### src/rtl/darkroom_pkg.sv
// Shared constants and types for the sensor value splitter.
// Holds default sizes, the index width and the splitter state enum.
package darkroom_pkg;

    localparam int NUM_SENSORS_DEF = 8;
    localparam int SENSOR_W_DEF    = 32;
    localparam int IDX_W_DEF       = $clog2(NUM_SENSORS_DEF);

    typedef enum logic {
        IDLE,
        SEND
    } splitter_state_t;

endpackage

### src/rtl/sensor_value_splitter_if.sv
// Valid/ready word stream produced by the sensor value splitter.
// master: out_valid/out_data/out_index/out_last out, out_ready in.
interface sensor_value_splitter_if #(
    parameter int SENSOR_W = 32,
    parameter int IDX_W    = 3
);
    logic                out_valid;
    logic                out_ready;
    logic [SENSOR_W-1:0] out_data;
    logic [IDX_W-1:0]    out_index;
    logic                out_last;

    modport master (
        output out_valid, out_data, out_index, out_last,
        input  out_ready
    );

    modport slave (
        input  out_valid, out_data, out_index, out_last,
        output out_ready
    );
endinterface

### src/rtl/sensor_next_index.sv
// Combinational priority finder: lowest set mask bit above cur.
// Ports: mask, cur in; nxt (found index), none (no such bit) out.
module sensor_next_index #(
    parameter int N     = 8,
    parameter int IDX_W = 3
) (
    input  logic [N-1:0]     mask,
    input  logic [IDX_W-1:0] cur,
    output logic [IDX_W-1:0] nxt,
    output logic             none
);
    always_comb begin
        nxt  = '0;
        none = 1'b1;
        // Descending scan so the lowest qualifying index wins.
        for (int i = N - 1; i >= 0; i--) begin
            if (mask[i] && (IDX_W'(i) > cur)) begin
                nxt  = IDX_W'(i);
                none = 1'b0;
            end
        end
    end
endmodule

### src/rtl/sensor_value_splitter.sv
// Snapshots a packed sensor bus on start and streams it word by word.
// Ports: clk, reset, data, start in; busy, done, overrun out; out_if
// carries the valid/ready word stream. Macro SENSOR_SKIP_INVALID_EN
// emits only words whose MSB valid flag is set.
module sensor_value_splitter
    import darkroom_pkg::*;
#(
    parameter int NUM_SENSORS = NUM_SENSORS_DEF,
    parameter int SENSOR_W    = SENSOR_W_DEF
) (
    input  logic                            clk,
    input  logic                            reset,
    input  logic [NUM_SENSORS*SENSOR_W-1:0] data,
    input  logic                            start,
    output logic                            busy,
    output logic                            done,
    output logic                            overrun,
    sensor_value_splitter_if.master         out_if
);
    localparam int IDX_W = $clog2(NUM_SENSORS);

    splitter_state_t               state_q, state_d;
    logic [NUM_SENSORS*SENSOR_W-1:0] snap_q, snap_d;
    logic                          valid_q, valid_d;
    logic [SENSOR_W-1:0]           word_q, word_d;
    logic [IDX_W-1:0]              index_q, index_d;
    logic                          last_q, last_d;
    logic                          done_q, done_d;
    logic                          overrun_q, overrun_d;

    logic [IDX_W-1:0] first_idx, nxt_idx;
    logic             first_none, first_last, nxt_last, nxt_none;
    logic             hs;

`ifdef SENSOR_SKIP_INVALID_EN
    logic [NUM_SENSORS-1:0] mask_q, mask_d, mask_in;
    logic [IDX_W-1:0]       f0_idx, fn_idx;
    logic                   f0_none, fn_none;

    always_comb begin
        mask_in = '0;
        for (int i = 0; i < NUM_SENSORS; i++) begin
            mask_in[i] = data[i*SENSOR_W + SENSOR_W - 1];
        end
    end

    sensor_next_index #(.N(NUM_SENSORS), .IDX_W(IDX_W)) u_first (
        .mask (mask_in),
        .cur  ('0),
        .nxt  (f0_idx),
        .none (f0_none)
    );

    sensor_next_index #(.N(NUM_SENSORS), .IDX_W(IDX_W)) u_next (
        .mask (mask_q),
        .cur  (index_q),
        .nxt  (fn_idx),
        .none (fn_none)
    );

    // The finder only looks above cur, so bit 0 is handled here.
    assign first_idx  = mask_in[0] ? '0 : f0_idx;
    assign first_none = !mask_in[0] && f0_none;
    assign first_last = ((mask_in >> first_idx) >> 1) == '0;
    assign nxt_idx    = fn_idx;
    assign nxt_none   = fn_none;
    assign nxt_last   = ((mask_q >> fn_idx) >> 1) == '0;
`else
    assign first_idx  = '0;
    assign first_none = 1'b0;
    assign first_last = 1'b0;
    assign nxt_idx    = index_q + IDX_W'(1);
    assign nxt_none   = 1'b0;
    assign nxt_last   = nxt_idx == IDX_W'(NUM_SENSORS - 1);
`endif

    assign hs = valid_q && out_if.out_ready;

    always_comb begin
        state_d   = state_q;
        snap_d    = snap_q;
        valid_d   = valid_q;
        word_d    = word_q;
        index_d   = index_q;
        last_d    = last_q;
        done_d    = 1'b0;
        overrun_d = 1'b0;
`ifdef SENSOR_SKIP_INVALID_EN
        mask_d    = mask_q;
`endif
        unique case (state_q)
            IDLE: begin
                if (start) begin
                    snap_d  = data;
                    state_d = SEND;
`ifdef SENSOR_SKIP_INVALID_EN
                    mask_d  = mask_in;
`endif
                    if (first_none) begin
                        // Nothing flagged: one busy cycle, no words.
                        valid_d = 1'b0;
                        done_d  = 1'b1;
                    end else begin
                        valid_d = 1'b1;
                        index_d = first_idx;
                        word_d  = data[int'(first_idx)*SENSOR_W +: SENSOR_W];
                        last_d  = first_last;
                    end
                end
            end
            SEND: begin
                overrun_d = start;
                if (!valid_q) begin
                    state_d = IDLE;
                end else if (hs) begin
                    if (last_q || nxt_none) begin
                        state_d = IDLE;
                        valid_d = 1'b0;
                        last_d  = 1'b0;
                        done_d  = 1'b1;
                    end else begin
                        index_d = nxt_idx;
                        word_d  = snap_q[int'(nxt_idx)*SENSOR_W +: SENSOR_W];
                        last_d  = nxt_last;
                    end
                end
            end
            default: state_d = IDLE;
        endcase
    end

    always_ff @(posedge clk) begin
        if (reset) begin
            state_q   <= IDLE;
            snap_q    <= '0;
            valid_q   <= 1'b0;
            word_q    <= '0;
            index_q   <= '0;
            last_q    <= 1'b0;
            done_q    <= 1'b0;
            overrun_q <= 1'b0;
`ifdef SENSOR_SKIP_INVALID_EN
            mask_q    <= '0;
`endif
        end else begin
            state_q   <= state_d;
            snap_q    <= snap_d;
            valid_q   <= valid_d;
            word_q    <= word_d;
            index_q   <= index_d;
            last_q    <= last_d;
            done_q    <= done_d;
            overrun_q <= overrun_d;
`ifdef SENSOR_SKIP_INVALID_EN
            mask_q    <= mask_d;
`endif
        end
    end

    assign busy             = state_q == SEND;
    assign done             = done_q;
    assign overrun          = overrun_q;
    assign out_if.out_valid = valid_q;
    assign out_if.out_data  = word_q;
    assign out_if.out_index = index_q;
    assign out_if.out_last  = last_q;
endmodule

### src/flat_wrapper.sv
// flat-port wrapper written by rule: the top's interface ports become plain ports
module sensor_value_splitter_flat import darkroom_pkg::*;
#(
    parameter int NUM_SENSORS = NUM_SENSORS_DEF,
    parameter int SENSOR_W    = SENSOR_W_DEF
)
  (clk, reset, data, start, busy, done, overrun, out_if_out_valid, out_if_out_data, out_if_out_index, out_if_out_last, out_if_out_ready);
  sensor_value_splitter_if #(.SENSOR_W(SENSOR_W), .IDX_W(3)) out_if_i ();
  input  logic clk;
  input  logic reset;
  input  logic [NUM_SENSORS*SENSOR_W-1:0] data;
  input  logic start;
  output logic busy;
  output logic done;
  output logic overrun;
  output wire logic [$bits(out_if_i.out_valid)-1:0] out_if_out_valid;
  output wire logic [$bits(out_if_i.out_data)-1:0] out_if_out_data;
  output wire logic [$bits(out_if_i.out_index)-1:0] out_if_out_index;
  output wire logic [$bits(out_if_i.out_last)-1:0] out_if_out_last;
  input wire logic [$bits(out_if_i.out_ready)-1:0] out_if_out_ready;
  assign out_if_out_valid = out_if_i.out_valid;
  assign out_if_out_data = out_if_i.out_data;
  assign out_if_out_index = out_if_i.out_index;
  assign out_if_out_last = out_if_i.out_last;
  assign out_if_i.out_ready = out_if_out_ready;
  sensor_value_splitter #(.NUM_SENSORS(NUM_SENSORS), .SENSOR_W(SENSOR_W)) u_core (.clk(clk), .reset(reset), .data(data), .start(start), .busy(busy), .done(done), .overrun(overrun), .out_if(out_if_i));
endmodule
### config.mk
export PLATFORM = sky130hd
export DESIGN_NAME = sensor_value_splitter_flat
export DESIGN_NICKNAME = d
export VERILOG_FILES = /design/src/rtl/darkroom_pkg.sv /design/src/rtl/sensor_value_splitter_if.sv /design/src/rtl/sensor_next_index.sv /design/src/rtl/sensor_value_splitter.sv /design/src/flat_wrapper.sv
export SDC_FILE = /design/constraint.sdc
export NUM_CORES = 1
export LEC_CHECK = 0
export CAP_MARGIN = 20
export CORE_MARGIN = 5
export CORE_UTILIZATION = 30
export CTS_BUF_LIST = sky130_fd_sc_hd__clkbuf_8
export DETAILED_ROUTE_END_ITERATION = 10
export MAX_ROUTING_LAYER = met4
export PLACE_DENSITY = 0.51
export SLEW_MARGIN = 20
export SYNTH_ARGS = -nofsm -noshare
export SYNTH_HDL_FRONTEND = slang
export SYNTH_SLANG_ARGS = --single-unit
### constraint.sdc
create_clock -name clk -period 3.1 [get_ports clk]
set_input_delay 0.31 -clock clk [delete_from_list [all_inputs] [get_ports clk]]
set_output_delay 0.31 -clock clk [all_outputs]
set_load 0.005 [all_outputs]
-- Word level (Yosys, flattened, before mapping)
Index checks and enable logic that the tools add are counted.
- register bits after elaboration: 296
- bits in latches: 0
- memory bits (writable): 0
- ROM bits: 0
- memories kept: 0
- add/subtract/negate cells: 1
- multipliers: 0
- div/mod/pow operators: 0
- magnitude comparators: 0
- eq/ne operators: 5
- shift operators: 1
- muxes and demuxes: 26
- bitwise operators: 1
- reductions and logical operators: 5
- operator list (operator ; number):
    $shiftx A256 B9 Y32 ; 1
    $mux W32 ; 4
    $pmux W32 S2 ; 1
    $mux W1 ; 12
    $mux W3 ; 4
    $ne A2 B2 Y1 const B ; 4
    $pmux W1 S2 ; 4
    $pmux W3 S2 ; 1
    $reduce_and A4 Y1 ; 1
    $add A3 B1 Y3 const B ; 1
    $eq A3 B3 Y1 const B ; 1
    $reduce_and A3 Y1 ; 1
    $reduce_and A2 Y1 ; 1
    $reduce_or A2 Y1 ; 1
    $logic_and A1 B1 Y1 ; 1
    $not A1 Y1 ; 1

-- Longest topological paths before layout
Gate-level depths: netlist (run 1).
- depth in word-level cells: 6
- mapped depth: 11
- gate-level depth less buffers: 5

-- Worst setup path before layout (run 1)
No wires, ideal clock.
- path type: reg-to-reg
- from: reg u_core.index_q[0], in the netlist u_core.out_if.out_index[0]
- to: reg u_core.word_q[28], in the netlist u_core.out_if.out_data[28]
- setup time: 0.133 ns
- arrival time: 2.246 ns
- slack: 0.721 ns
- stages on the path, launching flop included: 11
- path through: dfxtp_1 buf_6 buf_12 buf_6 inv_1 ha_1 buf_6 buf_6 mux4_1 nand3_1 a311oi_1
- cells in the longest elaborated chain, start to end: 6
- ends and longest elaborated chain (what ; RTL line ; text):
    start, declared ; sensor_value_splitter.sv:26 ; logic [IDX_W-1:0] index_q, index_d;
    start signal, assigned ; sensor_value_splitter.sv:150 ; index_q <= index_d;
    $add A3 B1 Y3 ; sensor_value_splitter.sv:72 ; assign nxt_idx = index_q + IDX_W'(1);
    $shiftx A256 B9 Y32 ; sensor_value_splitter.sv:123 ; word_d = snap_q[int'(nxt_idx)*SENSOR_W +: SENSOR_W];
    $mux W32 ; sensor_value_splitter.sv:116 ; if (last_q || nxt_none) begin
    $mux W32 ; sensor_value_splitter.sv:115 ; end else if (hs) begin
    $mux W32 ; sensor_value_splitter.sv:113 ; if (!valid_q) begin
    $pmux W32 S2 ; sensor_value_splitter.sv:91 ; unique case (state_q)
    end signal, assigned ; sensor_value_splitter.sv:149 ; word_q <= word_d;
    end, declared ; sensor_value_splitter.sv:25 ; logic [SENSOR_W-1:0] word_q, word_d;
No other way between the ends. The select of a mux whose other input is x is not followed.
A chain may end at the register's enable or synchronous reset.

-- Worst setup path after layout (run 1)
- from: reg u_core.index_q[0], in the netlist u_core.out_if.out_index[0]
- to: out out_if_out_index[0]
- RTL lines (what ; RTL line ; text):
    end, declared ; flat_wrapper.sv:18 ; output wire logic [$bits(out_if_i.out_index)-1:0] out_if_out_index;
No word-level cell between the ends.

==> results of run 1 <==
-- cells in the mapped netlist, types with 10 or more instances --
cell and number:
nand2_1 516, dfxtp_1 296, a21oi_1 261, nand3_1 70, clkbuf_1 64, mux4_2 54
buf_2 40, nor3_1 32, o21ai_0 32, a311oi_1 29, buf_1 10, buf_6 10
mux4_1 10
-- metal layers --
layer,vias to the layer above,GRT usage
li1,5507,-
met4,0,0.0509
met1,5383,0.234
met3,67,0.0423
met5,-,-
met2,301,0.341
-- per-stage QoR --
stage | utilization | hold WS [ns]
after floorplan | - | 0.432
after global placement | 0.386 | 0.439
after detailed placement | 0.386 | 0.443
after CTS | 0.415 | 0.175
after global routing | 0.416 | 0.238
final | 0.416 | 0.209
-- area by class of cell --
class | instances | area [um2] | share of cell area
timing repair buffer | 325 | 3310 | 0.195
clock buffer | 75 | 1030 | 0.0608
sequential | 296 | 5930 | 0.350
antenna | 5 | 12.5 | 0.000737
clock inverter | 23 | 150 | 0.00885
inverter | 2 | 7.51 | 0.000442
multi-input combinational | 1022 | 5860 | 0.345
tap | 532 | 666 | 0.0392
-- where the power goes --
group	switching [mW]	internal, mW
logic	0.585	0.647
registers	0.148	4.05
clock network	1.66	2.30
total	2.39	7.00
-- worst max-delay path, cell delays in order (launching register included) --
cell,delay [ns]
dfxtp_4,0.35
buf_4,0.66
clkdlybuf4s50_1,0.65
-- path summary, 6_finish.rpt --
path | startpoint | end | slack (ns) | cells after the start
max | u_core.out_if.out_index[0]$_SDFFE_PP0P_ | out_if_out_index[0] | 0.49 | 2
min | reset | u_core.snap_q[144]$_SDFFE_PP0P_ | 0.21 | 2
max reg2reg | u_core.out_if.out_index[0]$_SDFFE_PP0P_ | u_core.out_if.out_data[28]$_SDFFE_PP0P_ | 0.85 | 6
min reg2reg | u_core.snap_q[42]$_SDFFE_PP0P_ | u_core.snap_q[42]$_SDFFE_PP0P_ | 0.45 | 2
-- logic make-up after synthesis --
| group | share of synthesized area |
|---|---|
| and+or+nand+nor | 0.203 |
| AOI/OAI and AO/OA | 0.143 |
| muxes | 0.119 |
| DFF | 0.478 |
| adders and majority gates | 0.00202 |
| buffers and inverters | 0.0541 |
| xor gates and xnor gates | 0.00141 |
-- flip-flops by register name, indices dropped and copies added, names as in the netlist --
| signal | flops |
|---|---|
| u_core.out_if.out_data | 32 |
| u_core.out_if.out_valid | 1 |
| u_core.out_if.out_last | 1 |
| u_core.done | 1 |
| u_core.out_if.out_index | 3 |
| u_core.busy | 1 |
| u_core.overrun | 1 |
| u_core.snap_q | 256 |
==> impl_metrics.py, run 1 <==
metrics = {
    "place": {
        "dpl_worst_slack_ns": 0.790,
        "dp_hpwl_um": 31500,
        "dp.cells": 2177,
        "port_buffers": 299,
        "placed_area_mm2": 0.0158,
        "gp_congestion": 0.829,
    },
    "timing": {
        "min_period_ns": 2.61,
        "clock.fmax_ghz": 0.383,
        "setup_violations": 0,
        "rsz0062_at_grt": "false",
        "timing.final.ws_setup_ns": 0.491,
        "relSlewSlack": 0.431,
        "slew_viol_final": 0,
        "finClkSkew_ns": 0.0216,
        "hold_viol": 0,
        "fin_tns_setup_ns": 0,
        "period_share": 0.842,
        "tightest_slew_ns": 0.854,
    },
    "clock_network": {
        "htree_levels": 2,
        "cts_buffer_depth": 3,
        "root_buffer": "clkbuf_8",
        "cts_resized": 0,
        "cts_tree": "yes",
        "holdBufCountCts": 0,
        "postCtsSetupBuffers": 0,
        "clk-insertion-delay-late_ns": 0.60,
        "clock-sinks": 296,
        "numCtsBuffers": 52,
        "clk_pin_slew_worst_paths_ns": 0.06,
    },
    "synthesis": {
        "synthArstFlopShare": 0,
        "syn_nets": 1714,
        "ys_warn_count": 0,
        "yosysTopAreaCellShare": 0.478,
        "ys_dominant_reg_cell": "dfxtp_1",
        "synthTopCellsByArea": "dfxtp_1 48%, nand2_1 16%, a21oi_1 11%",
        "avgSynthCellArea_um2": 8.54,
        "yosysUniqueCellTypes": 30,
        "yosysSeqAreaShare": 0.478,
        "syn_inst": 1452,
        "ys_ff_latch": 296,
        "synth_edf_count": 0,
        "synth_largest_area_cell": "dfxtp_1",
        "netlist_area_mm2": 0.0124,
    },
    "cells_and_area": {
        "finalInstanceArea_mm2": 0.0170,
        "fill_cells": 4093,
        "layout.cells.most_common": "nand2_1",
        "final_nets": 1961,
        "final_cell_mix": "516 x nand2_1, 298 x clkdlybuf4s50_1, 294 x dfxtp_1",
        "fin_cells": 2280,
        "drive_gt1_frac": 0.100,
        "area_growth_pct": 36.8,
    },
    "detailed_routing": {
        "wl_met2_um": 23100,
        "drt_wl_total_um": 45000,
        "vias": 11300,
        "top_layer": "met4",
        "drtPass1Iterations": 6,
        "drtIter0Drc": 598,
        "postRouteAntennaNets": 0,
        "vias_per_cell": 4.94,
        "wl_met3_um": 2730,
        "wire_per_inst_um": 19.8,
        "drcViolationCount": 0,
        "met1_length_um": 18300,
    },
    "power": {
        "ir_drop_v": 0.000297,
        "leakage_nw": 6.17,
        "total_power_mw": 9.39,
        "powerDensity_mw_per_mm2": 553,
    },
    "global_route": {
        "grt_use_total": 0.197,
        "grt_max_degree": 129,
        "grt_pass1_vias": 11700,
        "overflow": 0,
        "grt_antenna_before_repair": 5,
        "grt_first_pass_wirelength_um": 67600,
    },
    "worst_setup_path": {
        "endpoint_kind": "output pin",
        "crit_arrival_ns": 2.30,
        "worstSetupStartpointType": "register",
        "critPathMaxFanout": 44,
        "cp.required_ns": 2.79,
        "critPathKind": "register to output pin",
    },
    "floorplanning": {
        "rows": 74,
        "die-area_mm2": 0.0455,
        "die_width_um": 213,
        "start_util": 0.304,
        "coreArea_mm2": 0.0408,
        "fp.dieH_um": 213,
        "io-pin-count": 300,
    },
    "worst_hold_path": {
        "hold_path.class": "primary input to register",
    },
    "job": {
        "maxCapViolations": 0,
    },
    "status": {
        "status": "finished, final reports clean",
    },
}
Note: power is estimated with default switching activity, not from simulation.
==> run 2: changes to the inputs <==
--- a/config.mk
+++ b/config.mk
@@ -11,7 +11,7 @@
 export CTS_BUF_LIST = sky130_fd_sc_hd__clkbuf_8
 export DETAILED_ROUTE_END_ITERATION = 10
 export MAX_ROUTING_LAYER = met4
-export PLACE_DENSITY = 0.51
+export PLACE_DENSITY = 0.53
 export SLEW_MARGIN = 20
 export SYNTH_ARGS = -nofsm -noshare
 export SYNTH_HDL_FRONTEND = slang
==> constraint.sdc (replaced) <==
create_clock -name clk -period 2.4 [get_ports clk]
set_input_delay 0.24 -clock clk [delete_from_list [all_inputs] [get_ports clk]]
set_output_delay 0.24 -clock clk [all_outputs]
set_load 0.005 [all_outputs]
==> run 2 against run 1 <==
Compared with the run above: combinational power grew 33%; register-to-register slack lost 0.65 ns; hold slack lost 0.030 ns; wire length shrank 3.6%; first-iteration DRC count grew 3.7%; largest cell class unchanged; sequential share of layout area grew 0.080 points; critical endpoint unchanged.
==> impl_metrics.py, run 2 (synthesized netlist as in run 1, its figures left out) <==
metrics = {
    "timing": {
        "fin_tns_setup_ns": 0,
        "holdWs_ns": 0.179,
        "tightest_slew_ns": 1.04,
        "period_share": 0.951,
        "setup_violations": 0,
        "rsz0062_at_grt": "false",
        "slew_viol_final": 0,
        "timing.final.ws_setup_ns": 0.118,
        "relSlewSlack": 0.304,
        "finClkSkew_ns": 0.0206,
        "min_period_ns": 2.28,
        "clock.fmax_ghz": 0.438,
        "hold_viol": 0,
    },
    "worst_setup_path": {
        "r2r-start": "u_core.out_if.out_index[1]$_SDFFE_PP0P_",
        "endpoint_kind": "output pin",
        "worstSetupStartpointType": "register",
        "regToRegEndpoint": "u_core.out_if.out_data[25]$_SDFFE_PP0P_",
        "critPathKind": "register to output pin",
        "cp.required_ns": 2.16,
        "r2r_slack_ns": 0.20,
        "critPathMaxFanout": 66,
        "crit_arrival_ns": 2.04,
        "reg2regPathDepth": 5,
    },
    "clock_network": {
        "clk-insertion-delay-late_ns": 0.61,
        "htree_levels": 2,
        "clock-sinks": 296,
        "postCtsSetupBuffers": 0,
        "root_buffer": "clkbuf_8",
        "cts_buffer_depth": 3,
        "cts_tree": "yes",
        "clk_pin_slew_worst_paths_ns": 0.06,
        "numCtsBuffers": 51,
    },
    "floorplanning": {
        "coreArea_mm2": 0.0408,
        "rows": 74,
        "io-pin-count": 300,
        "start_util": 0.304,
        "die-area_mm2": 0.0455,
        "fp.dieH_um": 213,
        "die_width_um": 213,
    },
    "cells_and_area": {
        "layout.cells.most_common": "nand2_1",
        "regMostFlops": "u_core.snap_q",
        "final_nets": 1964,
        "post-route-util": 0.415,
        "largest_reg_flops": 256,
        "drive_gt1_frac": 0.0962,
        "area_growth_pct": 36.5,
        "final_cell_mix": "516 x nand2_1, 298 x clkdlybuf4s50_1, 294 x dfxtp_1",
    },
    "place": {
        "port_buffers": 299,
        "dp_hpwl_um": 30500,
        "dpl_worst_slack_ns": 0.226,
        "gp_congestion": 0.849,
    },
    "status": {
        "status": "finished, final reports clean",
    },
    "detailed_routing": {
        "postRouteAntennaNets": 0,
        "drt_wl_total_um": 43400,
        "drtPass1Iterations": 7,
        "vias_per_cell": 4.97,
        "wire_per_inst_um": 19.1,
        "drtIter0Drc": 620,
        "drcViolationCount": 0,
        "vias": 11300,
    },
    "global_route": {
        "grt_use_total": 0.189,
        "grt_max_degree": 95,
        "overflow": 0,
        "gr-usage-met3": 0.0465,
        "grt_pass1_vias": 11400,
        "use_met1": 0.222,
        "grt_antenna_before_repair": 2,
        "met2_usage": 0.324,
        "grt_first_pass_wirelength_um": 64700,
        "top_usage_layer": "met2",
    },
    "job": {
        "maxCapViolations": 0,
    },
    "worst_hold_path": {
        "min-delay-start": "data[145]",
        "holdPathEnd": "u_core.snap_q[145]$_SDFFE_PP0P_",
        "hold_path.class": "primary input to register",
        "hold_depth": 3,
    },
    "power": {
        "powerDensity_mw_per_mm2": 689,
        "leakage_nw": 6.14,
        "ir_drop_v": 0.000357,
    },
}
-- run 2: cell types whose count changed in the layout (fill, tap and decap cells not counted), sizes merged --
| cell | delta |
|---|---|
| clkinvlp | +1 |
| diode | -3 |
| bufinv | -1 |
| clkinv | -2 |
| clkbuf | -8 |
| dlygate4sd3 | +1 |
| buf | +3 |
| inv | -1 |
-- run 2: where the power goes --
part	leakage, nW	internal [mW]	switching, mW
clock network	0.588	2.58	2.07
logic	3.11	0.855	0.779
registers	2.44	5.23	0.165
-- run 2: final cells by class --
| class | count | area, um2 |
|---|---|---|
| sequential | 296 | 5930 |
| antenna | 2 | 5.00 |
| clock buffer | 67 | 922 |
| fill | 4136 | 23900 |
| inverter | 2 | 7.51 |
| multi-input combinational | 1022 | 5860 |
| clock inverter | 20 | 109 |
| timing repair buffer | 329 | 3430 |
| tap | 532 | 666 |
-- run 2: timing repair --
| item | 4_1_cts | 5_1_grt |
|---|---|---|
| hold buffers | 1 | 0 |
| endpoints found under the hold margin | 38 | 0 |
| resized for setup | 0 | 0 |
-- run 2: routing by layer --
layer / wire length, um / vias to the layer above
met5: 0 / -
met4: 942 / 0
met3: 2930 / 67
met2: 22000 / 299
met1: 17600 / 5414
li1: - / 5493
-- run 2: how the worst max path moves through the flow --
stage	startpoint	to	slack (ns)	depth (start not counted)
5_1_grt	u_core.out_if.out_index[0]$_SDFFE_PP0P_	out_if_out_index[0]	0.0008	2
3_3_place_gp	u_core.out_if.out_index[0]$_SDFFE_PP0P_	u_core.out_if.out_data[15]$_SDFFE_PP0P_	0.29	5
2_1_floorplan	u_core.out_if.out_index[0]$_SDFFE_PP0P_	u_core.out_if.out_data[28]$_SDFFE_PP0P_	0.02	10
3_5_place_dp	u_core.out_if.out_index[1]$_SDFFE_PP0P_	u_core.out_if.out_data[26]$_SDFFE_PP0P_	0.23	5
6_report	u_core.out_if.out_index[0]$_SDFFE_PP0P_	out_if_out_index[0]	0.12	2
4_1_cts	u_core.out_if.out_index[0]$_SDFFE_PP0P_	out_if_out_index[0]	0.03	2
-- run 2: critical path, stage by stage (launching register included) --
cell and delay (ns):
dfxtp_4 0.36, buf_12 0.44, clkdlybuf4s50_1 0.62
-- run 2: stage by stage --
stage | total power, mW | instances | cell area [um2]
finish | 11.7 | 2270 | 16900
global route | 12.2 | 2270 | 16900
CTS | 11.9 | 2268 | 16900
detailed placement | 7.15 | 2180 | 15900
global placement | 7.13 | 2180 | 15900
floorplan | 6.25 | 1452 | 12400
==> run 3: changes to the inputs <==
--- a/config.mk
+++ b/config.mk
@@ -5,6 +5,7 @@
 export SDC_FILE = /design/constraint.sdc
 export NUM_CORES = 1
 export LEC_CHECK = 0
+export ABC_AREA = 0
 export CAP_MARGIN = 20
 export CORE_MARGIN = 5
 export CORE_UTILIZATION = 30
==> results of run 3 <==
Final layout, timing and power as in run 2 (identical DEF).
